File: config.mk
export PLATFORM = sky130hd
export DESIGN_NAME = rr_arbiter8
export DESIGN_NICKNAME = d
export VERILOG_FILES = /design/src/rtl/rr_arbiter8.sv
export SDC_FILE = /design/constraint.sdc
export NUM_CORES = 1
export LEC_CHECK = 0
export BUFFER_PORTS_ARGS = -buffer_cell sky130_fd_sc_hd__buf_4
export CORE_UTILIZATION = 40
export CTS_BUF_LIST = sky130_fd_sc_hd__clkbuf_4
export DETAILED_ROUTE_END_ITERATION = 6
export PLACE_DENSITY = 0.56
export REMOVE_ABC_BUFFERS = 1
export SYNTH_ARGS = -nofsm -noshare
export SYNTH_HDL_FRONTEND = slang
export SYNTH_SLANG_ARGS = --single-unit
File: constraint.sdc
create_clock -name CLK -period 10.8 [get_ports CLK]
set_input_delay 1.08 -clock CLK [delete_from_list [all_inputs] [get_ports CLK]]
set_output_delay 1.08 -clock CLK [all_outputs]
set_load 0.005 [all_outputs]
File: src/rtl/rr_arbiter8.sv
`default_nettype none
// ============================================================================
// Module      : rr_arbiter8
// Description : 8-way round-robin arbiter with registered one-hot grant,
//               rotating priority pointer and a per-grant hold-time limit.
// Revision    : 1.0 - initial release
// ============================================================================
module rr_arbiter8 #(
    parameter int MAX_HOLD = 16
) (
    input  logic       CLK,
    input  logic       RST,
    input  logic       EN,
    input  logic [7:0] REQ,
    output logic [7:0] GNT,
    output logic [2:0] GNT_ID,
    output logic       VALID,
    output logic [2:0] PTR
);

    localparam logic [0:0] c_st_idle   = 1'b0;
    localparam logic [0:0] c_st_grant  = 1'b1;
    localparam logic [7:0] c_max_hold  = MAX_HOLD[7:0];
    localparam bit         c_unlimited = (MAX_HOLD == 0);
    localparam logic [7:0] c_cnt_sat   = 8'hFF;

    logic [0:0] r_state;
    logic [0:0] w_state_nxt;
    logic [7:0] r_gnt;
    logic [2:0] r_gnt_id;
    logic       r_valid;
    logic [2:0] r_ptr;
    logic [7:0] r_cnt;

    logic [7:0] w_gnt_nxt;
    logic [2:0] w_gnt_id_nxt;
    logic       w_valid_nxt;
    logic [2:0] w_ptr_nxt;
    logic [7:0] w_cnt_nxt;

    logic [7:0] w_rot;
    logic [2:0] w_off;
    logic [2:0] w_sel;
    logic [7:0] w_sel_oh;
    logic       w_start;
    logic       w_below_limit;
    logic       w_hold;

    // Request vector viewed from the pointer: w_rot[0] is REQ[PTR].
    genvar gi;
    generate
        for (gi = 0; gi < 8; gi++) begin : g_rot
            localparam logic [2:0] c_ofs = 3'(gi);
            assign w_rot[gi] = REQ[c_ofs + r_ptr];
        end
    endgenerate

    always_comb begin
        w_off = 3'd0;
        for (int i = 7; i >= 0; i--) begin
            if (w_rot[i]) begin
                w_off = 3'(i);
            end
        end
    end

    assign w_sel = w_off + r_ptr;

    generate
        for (gi = 0; gi < 8; gi++) begin : g_dec
            localparam logic [2:0] c_idx = 3'(gi);
            assign w_sel_oh[gi] = (w_sel == c_idx);
        end
    endgenerate

    assign w_start       = !EN && (|REQ);
    assign w_below_limit = c_unlimited ? 1'b1 : (r_cnt < c_max_hold);
    assign w_hold        = REQ[r_gnt_id] && !EN && w_below_limit;

    always_ff @(posedge CLK) begin
        if (RST) begin
            r_state  <= c_st_idle;
            r_gnt    <= 8'h00;
            r_gnt_id <= 3'd0;
            r_valid  <= 1'b0;
            r_ptr    <= 3'd0;
            r_cnt    <= 8'd0;
        end else begin
            r_state  <= w_state_nxt;
            r_gnt    <= w_gnt_nxt;
            r_gnt_id <= w_gnt_id_nxt;
            r_valid  <= w_valid_nxt;
            r_ptr    <= w_ptr_nxt;
            r_cnt    <= w_cnt_nxt;
        end
    end

    always_comb begin
        w_state_nxt = r_state;
        case (r_state)
            c_st_idle:  if (w_start) w_state_nxt = c_st_grant;
            c_st_grant: if (!w_hold) w_state_nxt = c_st_idle;
            default:    w_state_nxt = c_st_idle;
        endcase
    end

    // Every release forces an idle cycle, which is what lets the pointer advance.
    always_comb begin
        w_gnt_nxt    = r_gnt;
        w_gnt_id_nxt = r_gnt_id;
        w_valid_nxt  = r_valid;
        w_ptr_nxt    = r_ptr;
        w_cnt_nxt    = r_cnt;
        case (r_state)
            c_st_idle: begin
                if (w_start) begin
                    w_gnt_nxt    = w_sel_oh;
                    w_gnt_id_nxt = w_sel;
                    w_valid_nxt  = 1'b1;
                    w_cnt_nxt    = 8'd1;
                end
            end
            c_st_grant: begin
                if (w_hold) begin
                    if (r_cnt != c_cnt_sat) begin
                        w_cnt_nxt = r_cnt + 8'd1;
                    end
                end else begin
                    w_gnt_nxt    = 8'h00;
                    w_gnt_id_nxt = 3'd0;
                    w_valid_nxt  = 1'b0;
                    w_ptr_nxt    = r_gnt_id + 3'd1;
                    w_cnt_nxt    = 8'd0;
                end
            end
            default: begin
                w_gnt_nxt    = 8'h00;
                w_gnt_id_nxt = 3'd0;
                w_valid_nxt  = 1'b0;
                w_cnt_nxt    = 8'd0;
            end
        endcase
    end

    assign GNT    = r_gnt;
    assign GNT_ID = r_gnt_id;
    assign VALID  = r_valid;
    assign PTR    = r_ptr;

endmodule
`default_nettype wire

# Word-level counts from Yosys, hierarchy flattened
# Index checks and enable logic that the tools add are counted.
# classes
n_addsub	10
order_cmp	10
n_eq_ne	11
muxes	42
bitwise_logic	2
n_reduce_logical	9
# ops
op	n
$mux 8	5
$lt 3x4->1 const B	9
$pmux 8 s2	2
$mux 3	10
$bmux 1 s3	9
$mux 1	13
$add 3x3->3 const A	4
$eq 3x3->1 const B	4
$add 8x1->8 const B	1
$lt 8x5->1 const B	1
$ne 8x8->1 const B	1
$reduce_or 8->1	1
$add 2x3->3 const A	2
$eq 3x2->1 const B	2
$pmux 3 s2	1
$reduce_and 2->1	3
$ne 2x2->1 const B	2
$pmux 1 s2	2
$add 1x3->3 const A	1
$add 3x1->3 const B	1
$add 3x3->3	1
$eq 3x1->1 const B	1
$logic_and 1x1->1	3
$logic_not 3->1	1
other kinds (3)	4
# totals
ff_bits	24
out_inout_bits	15
elab_cells	90

# Depth between registers and ports, before layout
# logic_depth
depth_word	15
mapped_depth	18
mapped_depth_nobuf	16

# Worst setup path after synthesis
# OpenSTA, ideal clock, no wires.
# synth_path
path_kind	reg2reg
startpoint	reg r_ptr[0], in the netlist PTR[0]
endpoint	reg r_gnt_id[2], in the netlist GNT_ID[2]
setup_time_ns	0.117
arrival_time_ns	3.454
slack_ns	7.229
path_stages_with_launch	15
path_buffers	2
synth_period_minus_slack_ns	3.571
cell_sequence	dfxtp_1 > buf_6 > inv_1 > ha_1 > buf_2 > mux2i_1 > mux4_2 > a211o_1 > a22oi_1 > ha_1 > inv_1 > fa_1 > xnor2_1 > o21ai_2 > a32o_1
# synth_via
elab_chain_cells	14
word_cells_on_any_way	34
# synth_lines
item	line_no	source
start, declared	32	logic [2:0] r_ptr;
start signal, assigned	93	r_ptr <= w_ptr_nxt;
$add 3x3->3	54	assign w_rot[gi] = REQ[c_ofs + r_ptr];
$bmux 1 s3	54	
$mux 1 (not written as such)	54	
$mux 3 (8 in series)	61	if (w_rot[i]) begin
$add 3x3->3 *	67	assign w_sel = w_off + r_ptr;
$mux 3 *	116	if (w_start) begin
$pmux 3 s2 *	114	case (r_state)
end signal, assigned	91	r_gnt_id <= w_gnt_id_nxt;
end, declared	30	logic [2:0] r_gnt_id;
# Mark *: on every way between the ends. The rest lies on a longest branch, timed or not. The select of a mux whose other input is x is not followed.
# A chain may end at the register's enable or synchronous reset.

# Worst setup path in the final report
# Ends and elaborated chain as after synthesis.

==> results.tsv <==
stage	metric	value	unit
synthesis	synthAdderAreaFrac	4.56	%
cells_and_area	diodes	0	
critical_path	cp_slowest_cell	dfxtp_1	
cts	cts-root-buf	clkbuf_4	
detailed_routing	vias	1547	
critical_path	worstPathArrival	4.25	ns
global_route	antenna_found_initial	0	
cells_and_area	multi_input_area	0.00126	mm^2
critical_path	crit_type	reg2reg	
synthesis	synthSimpleGateAreaFrac	20.8	%
cts	cts_tree	yes	
die	core	0.00435	mm^2
cells_and_area	drive_gt1_share	24.3	%
global_route	grt_max_degree	16	
die	start_util	41.6	%
detailed_routing	ant_nets	0	
pwr	clockPowerShare	24.3	%
synthesis	netlist_area	0.00181	mm^2
synthesis	yosys_most_used_dff	dfxtp_1	
cells_and_area	regArea	480	um^2
synthesis	synth_compound_area_share	18.5	%
synthesis	synth.area.top_cells	dfxtp_1 (27%), mux4_2 (11%), nand3_1 (6.1%), nor2_1 (6.0%), mux4_1 (5.8%)	
cts	clk_latency	0.32	ns
timing	layout_setup_ws	6.78	ns
placement	io_buffers	25	
cells_and_area	synthToLayoutAreaGrowth	15.0	%
synthesis	yosys-top-cells-count	nor2_1 (29), dfxtp_1 (24), nand3_1 (22)	
synthesis	synth_top_area_share	26.6	%
timing	setup_tns	0	ns
critical_path	end_kind	register	
timing	skew	0.0126	ns
timing	fin_crit_sh	37.2	%
critical_path	worstSetupStartpointType	register	
placement	dp.cells	262	
critical_path	cp_top_family	adder cells	
job	maxCapViolCount	0	
detailed_routing	drc	0	
pwr	power_frac_seq	39.1	%
cts	h-tree-depth	1	
cells_and_area	fin_nets	232	
synthesis	synthMuxAreaShare	21.8	%
synthesis	synth-seq-area-share	26.6	%
detailed_routing	drtIter0Drc	63	
cts	cts.repair.resized	0	
synthesis	syn_avg_cell_area	9.52	um^2
timing	slew-limit-headroom	55.5	%
synthesis	synth.most_common_cell	nor2_1	
cts	clk_pin_slew_worst_paths	0.14	ns
min_path	hold_path_class	reg2reg	
die	fp-row-count	24	
pwr	p_sw	87.0	uW
synthesis	ys.warnings.count	0	
die	die_x	69.3	um
detailed_routing	wl_per_cell	14.7	um
synthesis	async_flop_share	0	%
timing	hold_viol_final	0	
cts	post_cts_buffers	0	
global_route	grt_pass1_wl	6840	um
synthesis	synth-xor-area-share	3.87	%
pwr	sw_frac_of_total	32.8	%
timing	setup_viol	0	
pwr	combPwrFrac	36.6	%
synthesis	synth_edf_count	0	
critical_path	path_max_fanout	15	
synthesis	ys_types	47	
placement	dpl.hpwl	3010	um
pwr	ir_worst_vdd	0.0835	mV
detailed_routing	drtPass1Iterations	4	
placement	place_worst_setup_slack	6.73	ns
run_status	status	complete, no violations	
global_route	grt_pass1_vias	1498	
detailed_routing	via_per_inst	5.82	
global_route	grt_remaining_overflow	0	
placement	gp_congestion	0.840	
timing	period_needed	4.02	ns
critical_path	timing.critical_path.slowest_cell_delay	0.77	ns
detailed_routing	postRouteWirelength	3920	um
critical_path	cp.required	11.03	ns
cells_and_area	nFillCells	416	
die	io_pins	26	
pwr	internal-power	179	uW
timing	rsz0062_at_grt	false	
cts	cts_buffers	3	
cells_and_area	fin_cells	266	
timing	slew_viol_final	0	
critical_path	path_buf_inv	2	
synthesis	syn_inst	190	
cts	postCtsHoldBufs	0	
cts	cts.path.max_buffers	2	
pwr	power.leakage	0.807	nW
global_route	grt_use_total	17.4	%
timing	fmax	0.249	GHz
synthesis	synth_top_cell_by_area	dfxtp_1	
timing	worst_pin_slew	0.667	ns
critical_path	crit_chain	inv_1 > ha_1 > mux2i_1 > mux4_2 > a211o_1 > a22oi_1 > ha_1 > inv_1 > fa_1 > xnor2_1 > o21ai_2 > a32o_1	
die	die_h	69.3	um
synthesis	synth_top_family_by_area	multiplexers	
pwr	powerDensity	128	mW/mm^2
synthesis	ys_ff_latch	24	
die	dieArea	0.00480	mm^2
cts	clock_sinks	24	
## metal layers
metal	part of all wire [%]	track usage [%]	routed length, um	vias to the layer above
met1	48	22.8	1870	745
met4	0.54	4.54	21	0
met5	0	0	0	-
met3	4.1	3.92	159	5
met2	48	28.9	1870	34
li1	-	-	-	763
## area by class of cell
class | instances | area share [%]
clock buffer | 3 | 1.08
clock inverter | 1 | 1.44
multi-input combinational | 153 | 60.4
timing repair buffer | 27 | 9.74
sequential | 24 | 23.1
inverter | 6 | 1.08
tap | 52 | 3.13
## through the flow
step | util (%) | power, mW | instance area [um^2] | hold slack (ns)
4_1_cts | 47.8 | 0.268 | 2080 | 0.486
2_1_floorplan | - | 0.175 | 1760 | 0.429
3_5_place_dp | 46.6 | 0.203 | 2030 | 0.455
3_3_place_gp | 46.6 | 0.201 | 2030 | 0.446
5_1_grt | 47.8 | 0.283 | 2080 | 0.501
6_report | 47.8 | 0.266 | 2080 | 0.479
## layout by cell type (no fill, tap or decap), types with 2 or more instances in the layout
cell type	netlist	layout
o21ai_0	9	9
nand3_1	22	22
nor2_1	29	29
ha_1	5	5
a41oi_1	2	2
o2111ai_4	2	2
mux2i_1	6	6
nor2b_1	7	7
buf_4	1	27
a21oi_1	7	7
or2_2	2	2
xnor2_1	4	4
nand2_1	10	10
dfxtp_1	24	24
a22o_1	2	2
inv_1	6	6
a31oi_1	2	2
clkbuf_4	0	3
xor2_1	4	4
mux4_1	4	4
mux4_2	9	9
o2111a_2	2	2
nand2b_1	3	3
nor4_1	2	2
## worst reg2reg max path, cell delays in order (launching register included)
cell and delay, ns:
dfxtp_1 0.77, inv_1 0.14, ha_1 0.48, mux2i_1 0.18, mux4_2 0.53, a211o_1 0.31
a22oi_1 0.16, ha_1 0.16, inv_1 0.05, fa_1 0.41, xnor2_1 0.38, o21ai_2 0.11
a32o_1 0.26
## final timing paths
kind / startpoint / end / slack, ns / cells after the start
max reg2reg: PTR[0] / GNT_ID[2] / 6.78 / 12
max: PTR[0] / GNT_ID[2] / 6.78 / 12
min reg2reg: GNT[1] / GNT[1] / 0.48 / 2
min: GNT[1] / GNT[1] / 0.48 / 2
## state kept, by name (all words and copies together), names as in the netlist
name and flops:
GNT_ID 3, r_state 1, VALID 1, r_cnt 8, GNT 8, PTR 3
## power groups by stage
| stage | registers (mW) | clock network (mW) | logic (mW) |
|---|---|---|---|
| 5_1_grt | 0.105 | 0.0710 | 0.107 |
| 3_5_place_dp | 0.106 | 0 | 0.0972 |
| 2_1_floorplan | 0.104 | 0 | 0.0708 |
| 3_3_place_gp | 0.106 | 0 | 0.0949 |
| 4_1_cts | 0.104 | 0.0666 | 0.0974 |
| 6_report | 0.104 | 0.0645 | 0.0973 |
## logic make-up after synthesis
logic type / Yosys count
simple gates: 80
compound gates: 38
flops: 24
mux: 21
buf+inv: 13
xor+xnor: 8
fa+ha+maj: 6
Note: power is estimated with default switching activity, not from simulation.
